$ cat src/rtl/sdram_local_port_arbiter.sv
`default_nettype none
// ============================================================================
// Module   : sdram_local_port_arbiter
// Purpose  : Shares one SDRAM controller local command port between two
//            masters. Round-robin command arbitration, grant held across
//            write bursts, in-order read tag FIFO steers read data back to
//            the master that issued each read.
// Revision : 1.0 - initial release
// ============================================================================
module sdram_local_port_arbiter #(
    parameter int ADDR_W   = 26,
    parameter int DATA_W   = 32,
    parameter int BE_W     = 4,
    parameter int SIZE_W   = 3,
    parameter int RD_DEPTH = 8     // power of 2, at least 2
) (
    input  logic              clk,
    input  logic              reset,
    // master 0
    input  logic [ADDR_W-1:0] m0_address,
    input  logic              m0_read,
    input  logic              m0_write,
    input  logic [DATA_W-1:0] m0_wdata,
    input  logic [BE_W-1:0]   m0_be,
    input  logic [SIZE_W-1:0] m0_size,
    input  logic              m0_burstbegin,
    output logic              m0_waitrequest,
    output logic [DATA_W-1:0] m0_rdata,
    output logic              m0_rdata_valid,
    // master 1
    input  logic [ADDR_W-1:0] m1_address,
    input  logic              m1_read,
    input  logic              m1_write,
    input  logic [DATA_W-1:0] m1_wdata,
    input  logic [BE_W-1:0]   m1_be,
    input  logic [SIZE_W-1:0] m1_size,
    input  logic              m1_burstbegin,
    output logic              m1_waitrequest,
    output logic [DATA_W-1:0] m1_rdata,
    output logic              m1_rdata_valid,
    // controller local port
    output logic [ADDR_W-1:0] local_address,
    output logic              local_read_req,
    output logic              local_write_req,
    output logic [DATA_W-1:0] local_wdata,
    output logic [BE_W-1:0]   local_be,
    output logic [SIZE_W-1:0] local_size,
    output logic              local_burstbegin,
    input  logic              local_ready,
    input  logic [DATA_W-1:0] local_rdata,
    input  logic              local_rdata_valid,
    input  logic              local_init_done,
    output logic              rd_unexpected
);

    localparam int c_PTR_W = $clog2(RD_DEPTH);
    localparam int c_CNT_W = c_PTR_W + 1;
    localparam int c_TAG_W = SIZE_W + 1;   // {owner, size}

    localparam logic [c_PTR_W-1:0] c_PTR_ONE = 1;
    localparam logic [c_CNT_W-1:0] c_CNT_ONE = 1;
    localparam logic [c_CNT_W-1:0] c_CNT_FULL = c_CNT_W'(RD_DEPTH);
    localparam logic [SIZE_W-1:0]  c_SZ_ONE  = 1;

    typedef enum logic [0:0] {
        S_IDLE     = 1'b0,
        S_WR_BURST = 1'b1
    } state_t;

    state_t              state_q, state_d;
    logic                pref_q, pref_d;        // master preferred on a tie
    logic                owner_q, owner_d;      // burst owner while locked
    logic [SIZE_W-1:0]   beats_q, beats_d;      // write beats still to come
    logic [c_PTR_W-1:0]  wr_ptr_q, rd_ptr_q;
    logic [c_CNT_W-1:0]  count_q;
    logic [SIZE_W-1:0]   rbeat_q;               // read beats seen for head tag
    logic                unexp_q;
    logic [c_TAG_W-1:0]  tag_q [RD_DEPTH];

    logic                w_win;
    logic                w_grant;
    logic                w_wr;
    logic                w_rd;
    logic [SIZE_W-1:0]   w_sz;
    logic                w_full;
    logic                w_empty;
    logic                w_rd_req;
    logic                w_wr_req;
    logic                w_accept;
    logic                w_push;
    logic                w_pop;
    logic                w_rbeat;
    logic [c_TAG_W-1:0]  w_head;
    logic                w_head_owner;
    logic [SIZE_W-1:0]   w_head_size;
    logic [SIZE_W-1:0]   w_rbeat_inc;
    logic [SIZE_W-1:0]   w_push_size;

    assign w_full  = (count_q == c_CNT_FULL);
    assign w_empty = (count_q == '0);

    // Winner selection and command handshake; purely combinational so the
    // local port sees the winning command in the same cycle it is presented.
    always_comb begin
        w_win    = 1'b0;
        w_grant  = 1'b0;
        w_rd_req = 1'b0;
        w_wr_req = 1'b0;
        w_accept = 1'b0;
        if (state_q == S_WR_BURST) begin
            w_win   = owner_q;
            w_grant = ~reset;
        end else if (local_init_done && !reset) begin
            if ((m0_read | m0_write) && (m1_read | m1_write)) begin
                w_win = pref_q;
            end else begin
                w_win = m1_read | m1_write;
            end
            w_grant = m0_read | m0_write | m1_read | m1_write;
        end
        w_wr = w_win ? m1_write : m0_write;
        w_rd = w_win ? m1_read  : m0_read;
        w_sz = w_win ? m1_size  : m0_size;
        // a simultaneous read+write is a write; reads stall while tags are full
        w_wr_req = w_grant & w_wr;
        if (state_q == S_IDLE) begin
            w_rd_req = w_grant & ~w_wr & w_rd & ~w_full;
        end
        w_accept = local_ready & (w_wr_req | w_rd_req);
    end

    assign local_address    = w_win ? m1_address : m0_address;
    assign local_wdata      = w_win ? m1_wdata   : m0_wdata;
    assign local_be         = w_win ? m1_be      : m0_be;
    assign local_size       = w_sz;
    assign local_read_req   = w_rd_req;
    assign local_write_req  = w_wr_req;
    assign local_burstbegin = w_grant & (state_q == S_IDLE) &
                              (w_win ? m1_burstbegin : m0_burstbegin);
    assign m0_waitrequest   = ~(w_accept & ~w_win);
    assign m1_waitrequest   = ~(w_accept &  w_win);

    // Read return steering from the oldest outstanding tag.
    assign w_head       = tag_q[rd_ptr_q];
    assign w_head_owner = w_head[SIZE_W];
    assign w_head_size  = w_head[SIZE_W-1:0];
    assign w_rbeat      = local_rdata_valid & ~w_empty;
    assign w_rbeat_inc  = rbeat_q + c_SZ_ONE;
    assign w_pop        = w_rbeat & (w_rbeat_inc == w_head_size);
    assign w_push       = w_accept & w_rd_req;
    assign w_push_size  = (w_sz == '0) ? c_SZ_ONE : w_sz;

    assign m0_rdata       = local_rdata;
    assign m1_rdata       = local_rdata;
    assign m0_rdata_valid = w_rbeat & ~w_head_owner;
    assign m1_rdata_valid = w_rbeat &  w_head_owner;
    assign rd_unexpected  = unexp_q;

    // Next-state logic: burst locking and round-robin pointer update.
    always_comb begin
        state_d = state_q;
        pref_d  = pref_q;
        owner_d = owner_q;
        beats_d = beats_q;
        case (state_q)
            S_IDLE: begin
                if (w_accept) begin
                    if (w_wr_req && (w_sz > c_SZ_ONE)) begin
                        state_d = S_WR_BURST;
                        owner_d = w_win;
                        beats_d = w_sz - c_SZ_ONE;
                    end else begin
                        pref_d = ~w_win;
                    end
                end
            end
            S_WR_BURST: begin
                if (w_accept) begin
                    beats_d = beats_q - c_SZ_ONE;
                    if (beats_q == c_SZ_ONE) begin
                        state_d = S_IDLE;
                        pref_d  = ~owner_q;
                    end
                end
            end
            default: state_d = S_IDLE;
        endcase
    end

    // Control registers, tag FIFO pointers and read-beat bookkeeping.
    always_ff @(posedge clk or posedge reset) begin
        if (reset) begin
            state_q  <= S_IDLE;
            pref_q   <= 1'b0;
            owner_q  <= 1'b0;
            beats_q  <= '0;
            wr_ptr_q <= '0;
            rd_ptr_q <= '0;
            count_q  <= '0;
            rbeat_q  <= '0;
            unexp_q  <= 1'b0;
        end else begin
            state_q <= state_d;
            pref_q  <= pref_d;
            owner_q <= owner_d;
            beats_q <= beats_d;
            if (w_push) begin
                wr_ptr_q <= wr_ptr_q + c_PTR_ONE;
            end
            if (w_pop) begin
                rd_ptr_q <= rd_ptr_q + c_PTR_ONE;
                rbeat_q  <= '0;
            end else if (w_rbeat) begin
                rbeat_q  <= w_rbeat_inc;
            end
            case ({w_push, w_pop})
                2'b10:   count_q <= count_q + c_CNT_ONE;
                2'b01:   count_q <= count_q - c_CNT_ONE;
                default: count_q <= count_q;
            endcase
            if (local_rdata_valid && w_empty) begin
                unexp_q <= 1'b1;
            end
        end
    end

    // Tag storage; contents are don't-care until written, so no reset.
    always_ff @(posedge clk) begin
        if (w_push) begin
            tag_q[wr_ptr_q] <= {w_win, w_push_size};
        end
    end

endmodule
`default_nettype wire

$ cat config.mk
export PLATFORM = sky130hd
export DESIGN_NAME = sdram_local_port_arbiter
export DESIGN_NICKNAME = d
export VERILOG_FILES = /design/src/rtl/sdram_local_port_arbiter.sv
export SDC_FILE = /design/constraint.sdc
export NUM_CORES = 1
export LEC_CHECK = 0
export BUFFER_PORTS_ARGS = -buffer_cell sky130_fd_sc_hd__buf_2
export CORE_AREA = 4 4 118 120
export CTS_BUF_LIST = sky130_fd_sc_hd__clkbuf_8 sky130_fd_sc_hd__clkbuf_16
export DETAILED_ROUTE_END_ITERATION = 8
export DIE_AREA = 0 0 122 124
export GPL_TIMING_DRIVEN = 0
export PLACE_DENSITY = 0.75
export SLEW_MARGIN = 10
export SYNTH_ARGS = -nofsm -noshare
export SYNTH_HDL_FRONTEND = slang
export SYNTH_SLANG_ARGS = --single-unit
export TNS_END_PERCENT = 20
$ cat constraint.sdc
create_clock -name clk -period 3.7 [get_ports clk]
set_input_delay 0 -clock clk [delete_from_list [all_inputs] [get_ports clk]]
set_output_delay 0 -clock clk [all_outputs]
set_load 0.05 [all_outputs]
After elaboration in Yosys (flattened, before gate mapping)

Memories as Yosys holds them, arrays and structs flattened.
Cells that the tools add are included.

$add $sub $neg: 7
$lt $le $gt $ge: 1
Equality and inequality tests: 10
Multiplexer cells: 33
Bitwise operators: 29
Reductions and logical operators: 12

Operators by type and width:

| operator              | count |
|---|---|
| $mux W32              | 1 |
| $mux W26              | 1 |
| $mux W3               | 7 |
| $mux W1               | 19 |
| $and A1 B1 Y1         | 14 |
| $not A1 Y1            | 10 |
| $add A3 B1 Y3 const B | 3 |
| $pmux W4 S2           | 1 |
| $ne A2 B1 Y1 const B  | 3 |
| $pmux W3 S2           | 1 |
| $reduce_and A3 Y1     | 2 |
| $sub A3 B1 Y3 const B | 2 |
| $or A1 B1 Y1          | 5 |
| $add A4 B1 Y4 const B | 1 |
| $eq A4 B4 Y1 const B  | 1 |
| $logic_and A1 B1 Y1   | 4 |
| $logic_not A4 Y1      | 1 |
| $mux W4               | 1 |
| $ne A2 B2 Y1 const B  | 2 |
| $pmux W1 S2           | 2 |
| $reduce_and A4 Y1     | 1 |
| $reduce_bool A2 Y1    | 2 |
| $sub A4 B1 Y4 const B | 1 |
| $eq A3 B1 Y1 const B  | 1 |
| other kinds (6)       | 6 |

Bits in registers: 20
RAM bits: 32
Bits of input ports: 173
Memories: 1

Memories:

| name  | words | width | read ports | clocked after memory_dff | write ports | RTL line | RTL |
|---|---|---|---|---|---|---|---|
| tag_q | 8     | 4     | 1          | 0                        | 1           | 78       | `logic [c_TAG_W-1:0] tag_q [RD_DEPTH];` |

Depth between registers and ports, before layout

Word-level depth: 16
Mapped depth: 14
Mapped depth without buffers: 13

Least setup slack after synthesis

Ideal clock, no wire load.

Kind: register to register
Start point: reg state_q
End point: reg pref_q
Library setup time: 0.125 ns
Arrival time: 3.383 ns
Required time: 3.575 ns
Slack: 0.192 ns
Cell stages (with the launch flop): 15
Period minus slack after synthesis: 3.508 ns
Cells stage by stage: dfrtp_1 -> clkbuf_1 -> mux2_2 -> nand2_1 -> buf_1 -> buf_2 -> mux2i_1 -> ha_1 -> o21ba_2 -> o21ai_0 -> nor3_1 -> o21ai_0 -> nor2b_1 -> o21ai_2 -> mux2_2

Longest elaborated chain between the ends: 11
Elaborated cells between the ends (all ways): 25
Classes of those cells: order compare: 1; eq/ne: 4; mux: 9; bitwise: 9; reduce/logical: 2

Ends and longest elaborated chain:

| what                                                                 | RTL line | RTL |
|---|---|---|
| start: declaration                                                   | 70       | `state_t state_q, state_d;` |
| start signal: assignment                                             | 203      | `state_q <= state_d;` |
| $mux W1                                                              | 110      | `if (state_q == S_WR_BURST) begin` |
| $mux W1                                                              | 121      | `w_wr = w_win ? m1_write : m0_write;` |
| $not A1 Y1                                                           | 127      | `w_rd_req = w_grant & ~w_wr & w_rd & ~w_full;` |
| $and A1 B1 Y1 (3 in series)                                          | 127      |  |
| $mux W1                                                              | 126      | `if (state_q == S_IDLE) begin` |
| $or A1 B1 Y1                                                         | 129      | `w_accept = local_ready & (w_wr_req \| w_rd_req);` |
| $and A1 B1 Y1                                                        | 129      |  |
| $ne A2 B2 Y1 (no source line) / $ne A2 B1 Y1 (equally long branches) | n/a      |  |
| $reduce_and A4 Y1 (no source line)                                   | n/a      |  |
| end signal: assignment                                               | 204      | `pref_q <= pref_d;` |
| end: declaration                                                     | 71       | `logic pref_q, pref_d;` |

Several ways; a longest one is shown, not always the timed one. The select of a mux whose other input is x is not followed.
A chain may end at the register's enable or synchronous reset.

Worst setup path in the final report

Start point: reg pref_q
End point: reg pref_q

Longest elaborated chain between the ends: 13
Elaborated cells between the ends (all ways): 24
Classes of those cells: order compare: 1; eq/ne: 3; mux: 10; bitwise: 8; reduce/logical: 2

Ends and longest elaborated chain:

| what                                                                 | RTL line | RTL |
|---|---|---|
| $mux W1 *                                                            | 114      | `if ((m0_read \| m0_write) && (m1_read \| m1_write)) begin` |
| $mux W1 *                                                            | 113      | `end else if (local_init_done && !reset) begin` |
| $mux W1 *                                                            | 110      |  |
| $mux W1                                                              | 121      |  |
| $not A1 Y1                                                           | 127      |  |
| $and A1 B1 Y1 (3 in series)                                          | 127      |  |
| $mux W1                                                              | 126      |  |
| $or A1 B1 Y1                                                         | 129      |  |
| $and A1 B1 Y1                                                        | 129      |  |
| $ne A2 B2 Y1 (no source line) / $ne A2 B1 Y1 (equally long branches) | n/a      |  |
| $reduce_and A4 Y1 (no source line)                                   | n/a      |  |

Every way passes the cells marked *; elsewhere a longest branch is shown, timed or not. The select of a mux whose other input is x is not followed.

==> summary.json <==
{
  "power_and_ir_drop": {
    "power-per-cell-area_mw_per_mm2": 742,
    "cellLeakagePower_nw": 2.85,
    "irDropWorstVdd_v": 0.000294
  },
  "grt": {
    "grt_max_degree": 21,
    "grt_pass1_wl_um": 21100,
    "gr-usage-all-layers": 0.184,
    "grt_total_ovfl": 0,
    "first_global_vias": 3652,
    "antenna_violations_before_repair": 2
  },
  "logic_synthesis": {
    "synthesis.yosys.warnings": 0,
    "most_used_dff_post_synth": "edfxtp_1",
    "flip_flop_and_latch_count_after_synthesis": 52,
    "yosys.cell_types.count": 45,
    "syn-cell-area_mm2": 0.00394,
    "mappedNetlistNets": 533,
    "synthDominantCellAreaShare": 0.244,
    "synthCells": 348,
    "cell_taking_the_most_area_after_synthesis": "edfxtp_1",
    "asyncSetResetFlopFracSynth": 0.385,
    "synth_edf_count": 32,
    "top_area_cells_in_the_synthesized_netlist": "edfxtp_1, mux2_2, buf_4",
    "synth_sequential_area_ratio": 0.371,
    "synth.avg_cell_area_um2": 11.3
  },
  "floorplan": {
    "dieHeight_um": 124,
    "dieWidth_um": 122,
    "floorplan.die_area_mm2": 0.0151,
    "floorplan.io_pins": 310,
    "core_area_mm2": 0.0130,
    "initial_utilization": 0.304,
    "rows": 42
  },
  "sta": {
    "timing.fmax_mhz": 291,
    "slew_violations": 0,
    "worst_slew_pin_slew_ns": 1.10,
    "setup_viol": 0,
    "period_minus_ws_final_ns": 3.43,
    "timing.slew.headroom": 0.256,
    "final.setup_skew_ns": 0.00600,
    "grt_setup_unrepaired": "no",
    "final_report_hold_violation_count": 0,
    "setup_slack_ns": 0.267,
    "ratio_of_final_minimum_period_to_clock_period": 0.928,
    "timing.hold.ws_ns": 0.0782
  },
  "place": {
    "port_buffers": 277,
    "place_ws_ns": -0.729,
    "place.detailed.hpwl_um": 12800,
    "replace_congestion": 0.858
  },
  "route": {
    "routed.top_layer": "met4",
    "dr_wl_met2_um": 7220,
    "dr_wl_met3_um": 1310,
    "routedWlPerCell_um": 17.9,
    "drt_first_iter_violations": 127,
    "via_per_inst": 4.46,
    "drc": 0,
    "drt_pass_1_iters": 5,
    "routed-via-count": 3637,
    "antenna_violating_nets_post_route": 0,
    "met1_wire_length_um": 5880,
    "route.final.wire_length_um": 14600
  },
  "clock_tree": {
    "cts.sink_count": 52,
    "clock_tree.buffer_depth": 2,
    "cts_root_buffer_type": "clkbuf_16",
    "post-cts-setup-buffers": 0,
    "cts_buffer_count": 5,
    "htree_levels": 2,
    "worst_setup_hold_path_clk_slew_ns": 0.07,
    "clock_tree_from_tritoncts": "built",
    "worstSkewPairLatency_ns": 0.29
  },
  "layout": {
    "area.growth.synth_to_final_pct": 45.8,
    "finalCoreUtilization": 0.443,
    "layout.filler_cells": 1296,
    "finalNetCount": 818,
    "multi_input_area_mm2": 0.00188,
    "regArea_mm2": 0.00146,
    "proportion_of_layout_cells_with_a_drive_suffix_above_1": 0.699
  },
  "hold_path": {
    "hold_class": "input pin to flip-flop"
  },
  "worst_setup_path": {
    "crit_required_ns": 3.88,
    "timing.setup.critical_path_class": "flip-flop to flip-flop",
    "cp_cell_sequence": "o21bai_1, mux2_2, nand2_2, clkbuf_4, buf_4, mux2i_4, ha_1, o21ba_2, o21ai_0, nor3_1, o21ai_2, nor2b_2, o21ai_2, mux2_2",
    "worst_setup_path_start_kind": "flip-flop",
    "cp_slowest_cell": "dfrtp_1",
    "crit_fanout": 10,
    "arrival_time_at_the_worst_endpoint_ns": 3.61,
    "setup.worst_path.end_class": "flip-flop",
    "critical-path-max-stage-delay_ns": 0.38
  },
  "outcome": {
    "run_status": "complete, no violations"
  },
  "job": {
    "timing.max_cap.violations": 0
  }
}
worst paths after layout:
| kind | to | slack (ns) | depth (start not counted) | start |
|---|---|---|---|---|
| max in group asynchronous | state_q | 2.66 | 3 | reset |
| worst max-delay path | pref_q | 0.27 | 14 | pref_q |
| worst max register to register | pref_q | 0.27 | 14 | pref_q |
| min in group asynchronous | beats_q[0] | 0.46 | 3 | reset |
| worst min-delay path | owner_q | 0.08 | 4 | m0_read |
| worst min register to register | rd_unexpected | 0.45 | 1 | rd_unexpected |
state kept, by name, summed over array words and instances, names as in the netlist:
name           flops
tag_q             32
count_q            4
beats_q            3
rd_ptr_q           3
owner_q            1
rbeat_q            3
pref_q             1
wr_ptr_q           3
rd_unexpected      1
state_q            1
metal layers:
layer / global-route usage / up-vias
met3: 0.0527 / 10
met1: 0.248 / 1725
met2: 0.294 / 152
met4: 0.0455 / 0
li1: - / 1750
met5: 0 / -
kinds of logic after synthesis:
family                     synth area share
buffers and inverters                 0.158
muxes                                 0.265
and+or+nand+nor                      0.0842
adders and majority gates            0.0400
AOI/OAI and AO/OA                    0.0530
xor gates and xnor gates             0.0289
DFF                                   0.371
metrics by stage:
stage               power, W  cell area [um^2]  TNS [ns]  std cells
CTS                  0.00427              5720         0        810
global placement     0.00377              5550     -3.04        801
finish               0.00426              5750         0        815
global route         0.00451              5740         0        812
detailed placement   0.00381              5550     -3.25        801
floorplan            0.00317              3940         0        348
Yosys cell counts (3+ instances only):
cell	number
buf_4	67
mux2_2	65
edfxtp_1	32
dfrtp_1	20
inv_1	15
nand2_1	15
o21ai_0	12
ha_1	11
mux2i_1	11
nor2_1	10
xor2_1	7
a21oi_1	6
mux4_2	6
nor2b_1	6
xnor2_1	6
buf_1	5
buf_2	5
nor3_1	5
a21o_1	4
nand3_1	4
nor3b_1	4
nor4b_1	3
critical path: cells and delay by family, from the launching register on:
kind / cells / cell delay (ns)
mux: 3 / 0.87
compound gates: 5 / 0.83
simple gates: 3 / 0.52
buf+inv: 2 / 0.52
flops: 1 / 0.38
fa+ha+maj: 1 / 0.19
power breakdown:
part           total [W]  leakage, nW  switching (W)  internal [W]
Sequential      0.000854        0.530      0.0000937      0.000760
Combinational    0.00296         2.25        0.00194       0.00102
Clock           0.000444       0.0710       0.000198      0.000246
Total            0.00426         2.85        0.00223       0.00203
cell usage in the layout (no fill, tap or decap), types with 7 or more instances in the layout:
| cell type | instances |
|---|---|
| o21ai_0 | 11 |
| buf_4 | 68 |
| nand2_1 | 14 |
| dfrtp_1 | 19 |
| xor2_1 | 7 |
| buf_2 | 281 |
| ha_1 | 11 |
| mux2_2 | 65 |
| edfxtp_1 | 32 |
| inv_1 | 15 |
| mux2i_1 | 10 |
| nor2_1 | 10 |
what timing repair did:
item,CTS,global route
setup endpoints to repair,6,2
resized for setup,6,5
hold buffers,2,0
endpoints found under the hold margin,21,0
cell type report:
| class | count | area share |
|---|---|---|
| well taps | 176 | 0.0383 |
| flip-flops and latches | 52 | 0.255 |
| clock buffers | 5 | 0.0218 |
| plain buffers | 79 | 0.0989 |
| inverters | 15 | 0.00980 |
| repair buffers | 279 | 0.245 |
| diodes | 5 | 0.00218 |
| clock inverters | 3 | 0.00240 |
| multi-input cells | 201 | 0.327 |
Note: power is estimated with default switching activity, not from simulation.
